==> src/rtl/vending_machine.sv <==
// Purpose : three-product vending controller; one-shot payment vs fixed price, dispense with change or full refund.
// Latency : 2 clock edges from request sample to product pulse / balance valid; one transaction per 3 cycles minimum.
// Backpr. : none; inputs seen while busy are ignored, and a changed input still present on return to IDLE starts a new request.
//
// Ports:
//   clk, reset        rising-edge clock, synchronous active-high reset
//   select[1:0]       00 chocolate, 01 ice cream, 10 cold drink, 11 invalid
//   money[5:0]        amount tendered, 0 = no payment
//   balance[5:0]      registered change or refund, held until the next evaluation
//   Chocolate, icecream, cold_drink   one-cycle product release pulses
module vending_machine #(
    parameter logic [5:0] PRICE_CHOC = 6'd10,
    parameter logic [5:0] PRICE_ICE  = 6'd20,
    parameter logic [5:0] PRICE_COLD = 6'd50
) (
    input  logic       clk,
    input  logic       reset,
    input  logic [1:0] select,
    input  logic [5:0] money,
    output logic [5:0] balance,
    output logic       Chocolate,
    output logic       icecream,
    output logic       cold_drink
);

    typedef enum logic [1:0] {
        IDLE     = 2'd0,
        EVAL     = 2'd1,
        DISPENSE = 2'd2,
        REFUND   = 2'd3
    } state_t;

    state_t     state;
    logic [7:0] prev_in;
    logic [5:0] amt;
    logic [1:0] sel;
    logic [5:0] price;
    logic       request;

    // A request is a nonzero payment whose {select, money} differs from the
    // last value seen in IDLE, so a held input fires only once.
    assign request = (money != 6'd0) && ({select, money} != prev_in);

    always_comb begin
        price = 6'd0;
        case (sel)
            2'b00:   price = PRICE_CHOC;
            2'b01:   price = PRICE_ICE;
            2'b10:   price = PRICE_COLD;
            default: price = 6'd0;
        endcase
    end

    always_ff @(posedge clk) begin
        if (reset) begin
            state      <= IDLE;
            prev_in    <= 8'd0;
            amt        <= 6'd0;
            sel        <= 2'b00;
            balance    <= 6'd0;
            Chocolate  <= 1'b0;
            icecream   <= 1'b0;
            cold_drink <= 1'b0;
        end else begin
            case (state)
                IDLE: begin
                    // History only tracks the inputs while idle; it stays
                    // frozen while busy so a change made mid-transaction is
                    // picked up once IDLE resumes.
                    prev_in <= {select, money};
                    if (request) begin
                        amt   <= money;
                        sel   <= select;
                        state <= EVAL;
                    end
                end
                EVAL: begin
                    if ((sel != 2'b11) && (amt >= price)) begin
                        balance    <= amt - price;
                        Chocolate  <= (sel == 2'b00);
                        icecream   <= (sel == 2'b01);
                        cold_drink <= (sel == 2'b10);
                        state      <= DISPENSE;
                    end else begin
                        balance <= amt;
                        state   <= REFUND;
                    end
                end
                DISPENSE, REFUND: begin
                    Chocolate  <= 1'b0;
                    icecream   <= 1'b0;
                    cold_drink <= 1'b0;
                    state      <= IDLE;
                end
                default: state <= IDLE;
            endcase
        end
    end

endmodule

==> config.mk <==
export PLATFORM = sky130hd
export DESIGN_NAME = vending_machine
export DESIGN_NICKNAME = d
export VERILOG_FILES = /design/src/rtl/vending_machine.sv
export SDC_FILE = /design/constraint.sdc
export NUM_CORES = 1
export LEC_CHECK = 0
export CORE_MARGIN = 2
export CORE_UTILIZATION = 50
export DETAILED_ROUTE_END_ITERATION = 6
export GPL_TIMING_DRIVEN = 0
export PLACE_DENSITY = 0.73
export REMOVE_ABC_BUFFERS = 1
export SLEW_MARGIN = 20
export SYNTH_ARGS = -nofsm -noshare
export SYNTH_HDL_FRONTEND = slang
export SYNTH_SLANG_ARGS = --single-unit
==> constraint.sdc <==
create_clock -name clk -period 4.6 [get_ports clk]
set_input_delay 0.92 -clock clk [delete_from_list [all_inputs] [get_ports clk]]
set_output_delay 0.92 -clock clk [all_outputs]
set_load 0.05 [all_outputs]
==> results.txt, run 1 <==
critical path arrival -> 1480 ps
Post-Route M1 WL -> 1320 um
CP peak stage delay -> 800 ps
Period minus WS final -> 2400 ps
worst hold slack -> 467 ps
WS Path Type -> register to primary output
worst skew pair latency -> 320 ps
ys flop type -> dfxtp_1
largest net degree at the start of global routing -> 28
hpwl dp -> 2170 um
max-cap viol count -> 0
TritonCTS buffer count -> 3
Crit. End Element -> primary output
Synth Area in Compound Gates -> 19.9%
Slew Limit Fails -> 0
Post-Syn Area -> 0.00146 mm2
synth cell count leaders -> 27 x dfxtp_1, 19 x a21oi_1, 16 x nand2_1, 12 x ha_1, 12 x nor2_1
VDD IR max -> 0.000201 V
GR Overflow Total -> 0
deepest clock path buffer count -> 2
total negative slack -> 0 ps
post-route ant nets -> 0
Die ar. -> 0.00337 mm2
period utilisation layout -> 52.2%
CP Launch Type -> register
layout cells sized above 1 -> 6.21%
final setup violation count -> 0
first-pass GRT wire length -> 4960 um
Highest Signal Layer -> met4
Worst Path Required -> 3680 ps
die width -> 58.1 um
RSZ-0062 raised after global routing -> no
CP cell instances -> clkdlybuf4s50_1
pin slew with the least headroom to its limit -> 989 ps
DR WL/cell -> 13.8 um
Power Density -> 370 mW/mm2
Remaining DRCs -> 0
die height -> 58.1 um
post-synthesis register bit count -> 27
Post-CTS Setup Inserts -> 0
ys async rst share -> 0%
Detailed Route Iter0 Violations -> 37
WP buf/inv -> 1
htree depth -> 1
Hold Path Origin -> balance[5]
# port buffers -> 18
initial antenna violation count -> 0
Crit-path slowest cell -> clkdlybuf4s50_1
Synth area leader -> dfxtp_1
fmax -> 0.416 GHz
met2 WL post-DR -> 1450 um
# nets final -> 201
via count -> 1161
Critical path origin -> icecream
Ports -> 19
synth top area cells -> dfxtp_1 37%, ha_1 10%, a21oi_1 6.5%, mux2i_1 6.2%, xnor2_1 5.4%
CTS tree -> done
top-count cell post-synth -> dfxtp_1
PnR worst setup slack -> 2200 ps
Seq/Total Area, Yosys -> 37.0%
delay-heaviest family, CP -> buffers and inverters
EDFF count, synth -> 0
Hold Path Class -> register to register
final wirelength -> 2880 um
top cell type's share of synthesized area -> 37.0%
crit path max fanout -> 2
Core ar. -> 0.00276 mm2
Syn-to-layout area delta -> 15.0%
Synth Area in Simple Gates -> 14.0%
leakage -> 0.000662 uW
Critical R2R Launch -> sel[0]
Worst Clk Skew -> 7.40 ps
Post-Synth XOR/XNOR Area -> 5.99%
row count -> 19
status -> complete, no violations
Syn Inst Count -> 161
ant diodes -> 0
largest family of logic cells by synthesized area -> compound AO/OA/AOI/OAI gates
Avg Vias per Cell -> 5.58
vias in the first global route -> 1118
CTS clk-pin slew, worst paths -> 140 ps
RePlAce Congestion -> 0.773
Starting Density -> 53.0%
CTS resizes -> 0
TritonRoute pass-1 iters -> 4
Syn Area/Cell -> 9.08 um2
CTS Hold Bufs -> 0
Unique masters post-synth -> 34
relative slew slack -> 33.8%
final hold violation count -> 0
root buffer cell -> clkbuf_4
pre-CTS WS -> 1900 ps
Synth Warn # -> 0
gr usage total -> 19.1%
Clock Sink Count -> 27
met3 routed WL -> 88 um
mux cell area share after synthesis -> 6.93%
adder-cell share of the synthesized area -> 11.6%
==> state kept, by name (all words and copies together) (netlist names) <==
register,cells
prev_in,8
amt,6
balance,6
sel,2
state,2
Chocolate,1
cold_drink,1
icecream,1
==> layer usage <==
| layer | vias to the layer above | global-route usage [%] |
|---|---|---|
| met1 | 545 | 24.2 |
| met4 | 0 | 6.31 |
| met5 | - | 0 |
| li1 | 594 | - |
| met3 | 2 | 2.01 |
| met2 | 20 | 33.6 |
==> per-stage QoR <==
step | util, % | instance area, um2 | cells | total power [uW]
after detailed placement | 59.8 | 1650 | 204 | 523
after floorplan | - | 1430 | 155 | 458
after global placement | 59.8 | 1650 | 204 | 514
after CTS | 60.9 | 1680 | 208 | 628
final | 60.9 | 1680 | 208 | 622
after global routing | 60.9 | 1680 | 208 | 669
==> power by group <==
part,internal (uW),switching (uW),total [uW]
clock,33.2,70.8,104
combinational,97.0,136,233
sequential,260,24.8,285
==> area by class of cell <==
cell class                 count  area (um2)
sequential                    27         541
fill                         262        1080
inverter                      10        37.5
timing repair buffer          18         180
clock inverter                 1        7.51
tap                           31        38.8
clock buffer                   3        22.5
multi-input combinational    118         853
==> worst paths after layout <==
| path | endpoint | slack [ps] | cells past startpoint |
|---|---|---|---|
| max | icecream | 2200 | 1 |
| min reg2reg | balance[5] | 470 | 2 |
| min | balance[5] | 470 | 2 |
| max reg2reg | balance[5] | 2260 | 9 |
==> cell families (layout without fill, tap and decap cells) <==
| kind of cell | count (synthesis) | after routing |
|---|---|---|
| flops | 27 | 27 |
| xor+xnor | 10 | 10 |
| fa+ha+maj | 13 | 13 |
| buf+inv | 16 | 32 |
| mux | 10 | 10 |
| simple gates | 42 | 42 |
| compound gates | 43 | 43 |
==> placed cells by master (no fill, tap or decap) <==
cell              n
inv_1            10
a2bb2oi_1         1
mux2_1            1
nand2b_1          1
clkdlybuf4s50_1  18
a2111oi_2         1
fa_1              1
nor2_1           12
nand2_1          16
nand4_2           1
xor2_1            1
and4b_1           1
ha_1             12
a21o_1            2
nand3_1           3
o21ai_0          11
o211ai_4          1
o21ai_1           1
o21a_4            1
nor4_1            1
nand3b_1          4
dfxtp_1          27
a211oi_4          1
mux2i_1           9
clkinvlp_4        1
a21oi_1          19
a22oi_1           3
a32oi_1           1
nor2_2            1
o21ai_2           1
nand4_1           1
xnor2_1           9
or2_1             1
clkbuf_4          3
Power figures use the tool's default switching activity.
==> inputs of run 2 (changes only) <==
clock period = 2.5 ns   (was 4.6 ns; I/O delays follow)
==> results.txt, run 2 (synthesis gave the netlist of run 1 again) <==
ant diodes -> 0
final hold violation count -> 0
root buffer cell -> clkbuf_4
Remaining DRCs -> 0
pin slew with the least headroom to its limit -> 1000 ps
Clock Sink Count -> 27
die height -> 58.1 um
Largest Register -> prev_in
post-route ant nets -> 0
CP peak stage delay -> 440 ps
CP cell instances -> inv_1 > ha_1 > inv_1 > ha_1 > and4b_1 > or2_1 > o21a_4 > a32oi_1 > a21oi_1
gr usage total -> 19.1%
leakage -> 0.000663 uW
RePlAce Congestion -> 0.773
pre-CTS WS -> 202 ps
Worst Path Required -> 2680 ps
htree depth -> 1
CP Launch Type -> register
Syn-to-layout area delta -> 15.2%
biggest regs -> prev_in (8), amt (6), balance (6)
layout cells sized above 1 -> 6.78%
worst skew pair latency -> 320 ps
via count -> 1164
hpwl dp -> 2170 um
GR Overflow Total -> 0
Core ar. -> 0.00276 mm2
Crit. End Element -> register
die width -> 58.1 um
deepest clock path buffer count -> 2
Power Density -> 684 mW/mm2
Crit-path slowest cell -> dfxtp_1
Post-CTS Setup Inserts -> 0
first-pass GRT wire length -> 4960 um
initial antenna violation count -> 0
Register Area -> 541 um2
Hold Path Class -> register to register
total negative slack -> 0 ps
row count -> 19
# nets final -> 201
# port buffers -> 18
PnR worst setup slack -> 177 ps
CTS tree -> done
TritonRoute pass-1 iters -> 6
Ports -> 19
Starting Density -> 53.0%
Period minus WS final -> 2320 ps
largest net degree at the start of global routing -> 28
RSZ-0062 raised after global routing -> no
Slew Limit Fails -> 0
final wirelength -> 2890 um
final setup violation count -> 0
CTS clk-pin slew, worst paths -> 150 ps
VDD IR max -> 0.000382 V
critical path arrival -> 2500 ps
Die ar. -> 0.00337 mm2
crit path max fanout -> 7
CTS resizes -> 0
fillers -> 261
period utilisation layout -> 92.9%
Avg Vias per Cell -> 5.60
fmax -> 0.430 GHz
WS Path Type -> register to register
relative slew slack -> 33.0%
vias in the first global route -> 1118
max-cap viol count -> 0
TritonCTS buffer count -> 3
most frequent cells in the layout -> 27 x dfxtp_1, 19 x a21oi_1, 18 x clkdlybuf4s50_1, 16 x nand2_1
max reg flops -> 8
Multi-input gate area -> 857 um2
status -> complete, no violations
CTS Hold Bufs -> 0
DR WL/cell -> 13.9 um
commonest non-fill, non-tap cell in the layout -> dfxtp_1
Worst Clk Skew -> 5.40 ps
Detailed Route Iter0 Violations -> 40
-- run 2: cell count changes in the layout (fill, tap and decap cells not counted) --
cell,before,now
o21ai_0,11,10
o21ai_2,1,2
-- run 2: cell type report --
type                    count  share of cell area [%]
multi-input cells         118                    50.9
flip-flops and latches     27                    32.1
repair buffers             18                    10.7
well taps                  31                    2.30
inverters                  10                    2.23
clock buffers               3                    1.34
clock inverters             1                   0.446
-- run 2: layer usage --
metal | up-vias | track usage [%] | routed length [um]
met4 | 0 | 6.31 | 16
met3 | 2 | 2.01 | 98
met1 | 550 | 24.2 | 1320
met2 | 18 | 33.6 | 1460
met5 | - | 0 | 0
li1 | 594 | - | -
-- run 2: where the power goes --
part	total, uW	leakage [uW]	internal, uW	switching (uW)
sequential	525	0.000222	479	46.1
combinational	434	0.000427	181	254
clock	193	0.0000139	61.1	132
-- run 2: worst paths after layout --
path	slack, ps	cells after the start	endpoint	startpoint
worst min-delay path	470	2	balance[5]	balance[5]
worst max register to register	180	9	balance[5]	sel[0]
worst min register to register	470	2	balance[5]	balance[5]
worst max-delay path	180	9	balance[5]	sel[0]
-- run 2: stage by stage --
stage	instances	hold slack (ps)	total power [uW]	instance area, um2	util (%)
after floorplan	155	434	843	1430	-
after CTS	208	470	1160	1680	60.9
final	208	467	1150	1680	61.1
after global routing	208	506	1240	1680	61.1
after global placement	204	443	947	1650	59.8
after detailed placement	204	451	963	1650	59.8
-- run 2: worst max-delay path, delay by kind of cell, from the launching register on --
kind | cells | cell delay [ps]
adders and majority gates | 2 | 500
and+or+nand+nor | 2 | 530
AOI/OAI and AO/OA | 3 | 510
buffers and inverters | 2 | 200
DFF | 1 | 440
==> inputs of run 3 (changes only) <==
CORE_UTILIZATION = 54   (was 50)
GPL_TIMING_DRIVEN = not set   (was 0)
PLACE_DENSITY = 0.85   (was 0.73)
==> results.txt, run 3 (synthesis gave the netlist of run 1 again) <==
GR Overflow Total -> 0
Crit. End Element -> register
Hold Path Class -> register to register
final instance area -> 0.00169 mm2
CTS tree -> done
gr usage total -> 20.9%
post-route ant nets -> 0
WS Path Type -> register to register
Clock Sink Count -> 27
final hold violation count -> 0
WP buf/inv -> 2
Worst Path Required -> 2740 ps
Post-CTS Setup Inserts -> 0
Syn-to-layout area delta -> 15.8%
Die ar. -> 0.00314 mm2
relative slew slack -> 55.3%
final setup violation count -> 0
Starting Density -> 57.9%
max reg flops -> 8
total negative slack -> 0 ps
Remaining DRCs -> 0
CTS resizes -> 0
period utilisation layout -> 92.1%
fillers -> 211
# port buffers -> 18
pin slew with the least headroom to its limit -> 669 ps
CTS clk-pin slew, worst paths -> 150 ps
first-pass GRT wire length -> 5210 um
Worst Clk Skew -> 1.86 ps
# nets final -> 203
biggest regs -> prev_in (8), amt (6), balance (6)
via count -> 1197
vias in the first global route -> 1165
Crit-path slowest cell -> dfxtp_1
PnR worst setup slack -> 197 ps
max-cap viol count -> 0
die height -> 56.0 um
Core ar. -> 0.00252 mm2
hpwl dp -> 2270 um
initial antenna violation count -> 0
Power Density -> 683 mW/mm2
Avg Vias per Cell -> 5.73
Largest Register -> prev_in
Detailed Route Iter0 Violations -> 18
Util after Layout -> 67.1%
htree depth -> 1
Slew Limit Fails -> 0
VDD IR max -> 0.000572 V
most frequent cells in the layout -> 27 x dfxtp_1, 19 x a21oi_1, 18 x clkdlybuf4s50_1, 16 x nand2_1
crit path max fanout -> 5
ant diodes -> 0
commonest non-fill, non-tap cell in the layout -> dfxtp_1
worst skew pair latency -> 320 ps
critical path arrival -> 2550 ps
status -> complete, no violations
RSZ-0062 raised after global routing -> no
CP Launch Type -> register
Period minus WS final -> 2300 ps
delay-heaviest family, CP -> simple AND/OR/NAND/NOR gates
TritonRoute pass-1 iters -> 4
Ports -> 19
Placed Area -> 0.00166 mm2
layout cells sized above 1 -> 7.26%
final wirelength -> 3010 um
pre-CTS WS -> 255 ps
CTS Hold Bufs -> 0
deepest clock path buffer count -> 2
worst hold slack -> 468 ps
CP peak stage delay -> 430 ps
RePlAce Congestion -> 0.877
leakage -> 0.000676 uW
CP cell instances -> inv_1 > ha_1 > inv_1 > ha_1 > and4b_1 > or2_1 > o21ai_2 > nand3b_1 > a21oi_1
die width -> 56.0 um
DR WL/cell -> 14.4 um
root buffer cell -> clkbuf_4
fmax -> 0.434 GHz
TritonCTS buffer count -> 3
row count -> 18
largest net degree at the start of global routing -> 18
## run 3: worst min-delay path, delay by kind of cell (launching register included)
kind            cells  cell delay [ps]
compound gates      1               50
flops               1              340
simple gates        1               50
## run 3: through the flow
step / cells / total power [uW]
5_1_grt: 209 / 1230
2_1_floorplan: 155 / 843
6_report: 209 / 1160
3_3_place_gp: 205 / 946
4_1_cts: 209 / 1160
3_5_place_dp: 205 / 967
## run 3: per-layer routing
metal  vias to the layer above  part of all wire (%)  track usage [%]
li1                        591                     -                -
met1                       570                    45             26.5
met2                        28                    49             35.1
met3                         8                   3.0             2.79
met4                         0                   2.6             9.18
met5                         -                     0                0
## run 3: worst paths after layout
path | from | endpoint | slack (ps) | cells past startpoint
setup / recovery | sel[0] | icecream | 200 | 9
hold / removal | balance[0] | balance[0] | 470 | 2
setup reg to reg | sel[0] | icecream | 200 | 9
hold reg to reg | balance[0] | balance[0] | 470 | 2
## run 3: area by class of cell
type,count,area (um2),area share [%]
well taps,30,37.5,2.22
inverters,10,37.5,2.22
repair buffers,20,195,11.5
clock buffers,3,22.5,1.33
flip-flops and latches,27,541,32.0
multi-input cells,118,853,50.4
clock inverters,1,5.00,0.296
## run 3: power by group
part           total (uW)  switching, uW  internal [uW]
sequential            520           41.1            479
combinational         445            263            183
clock                 191            131           60.0
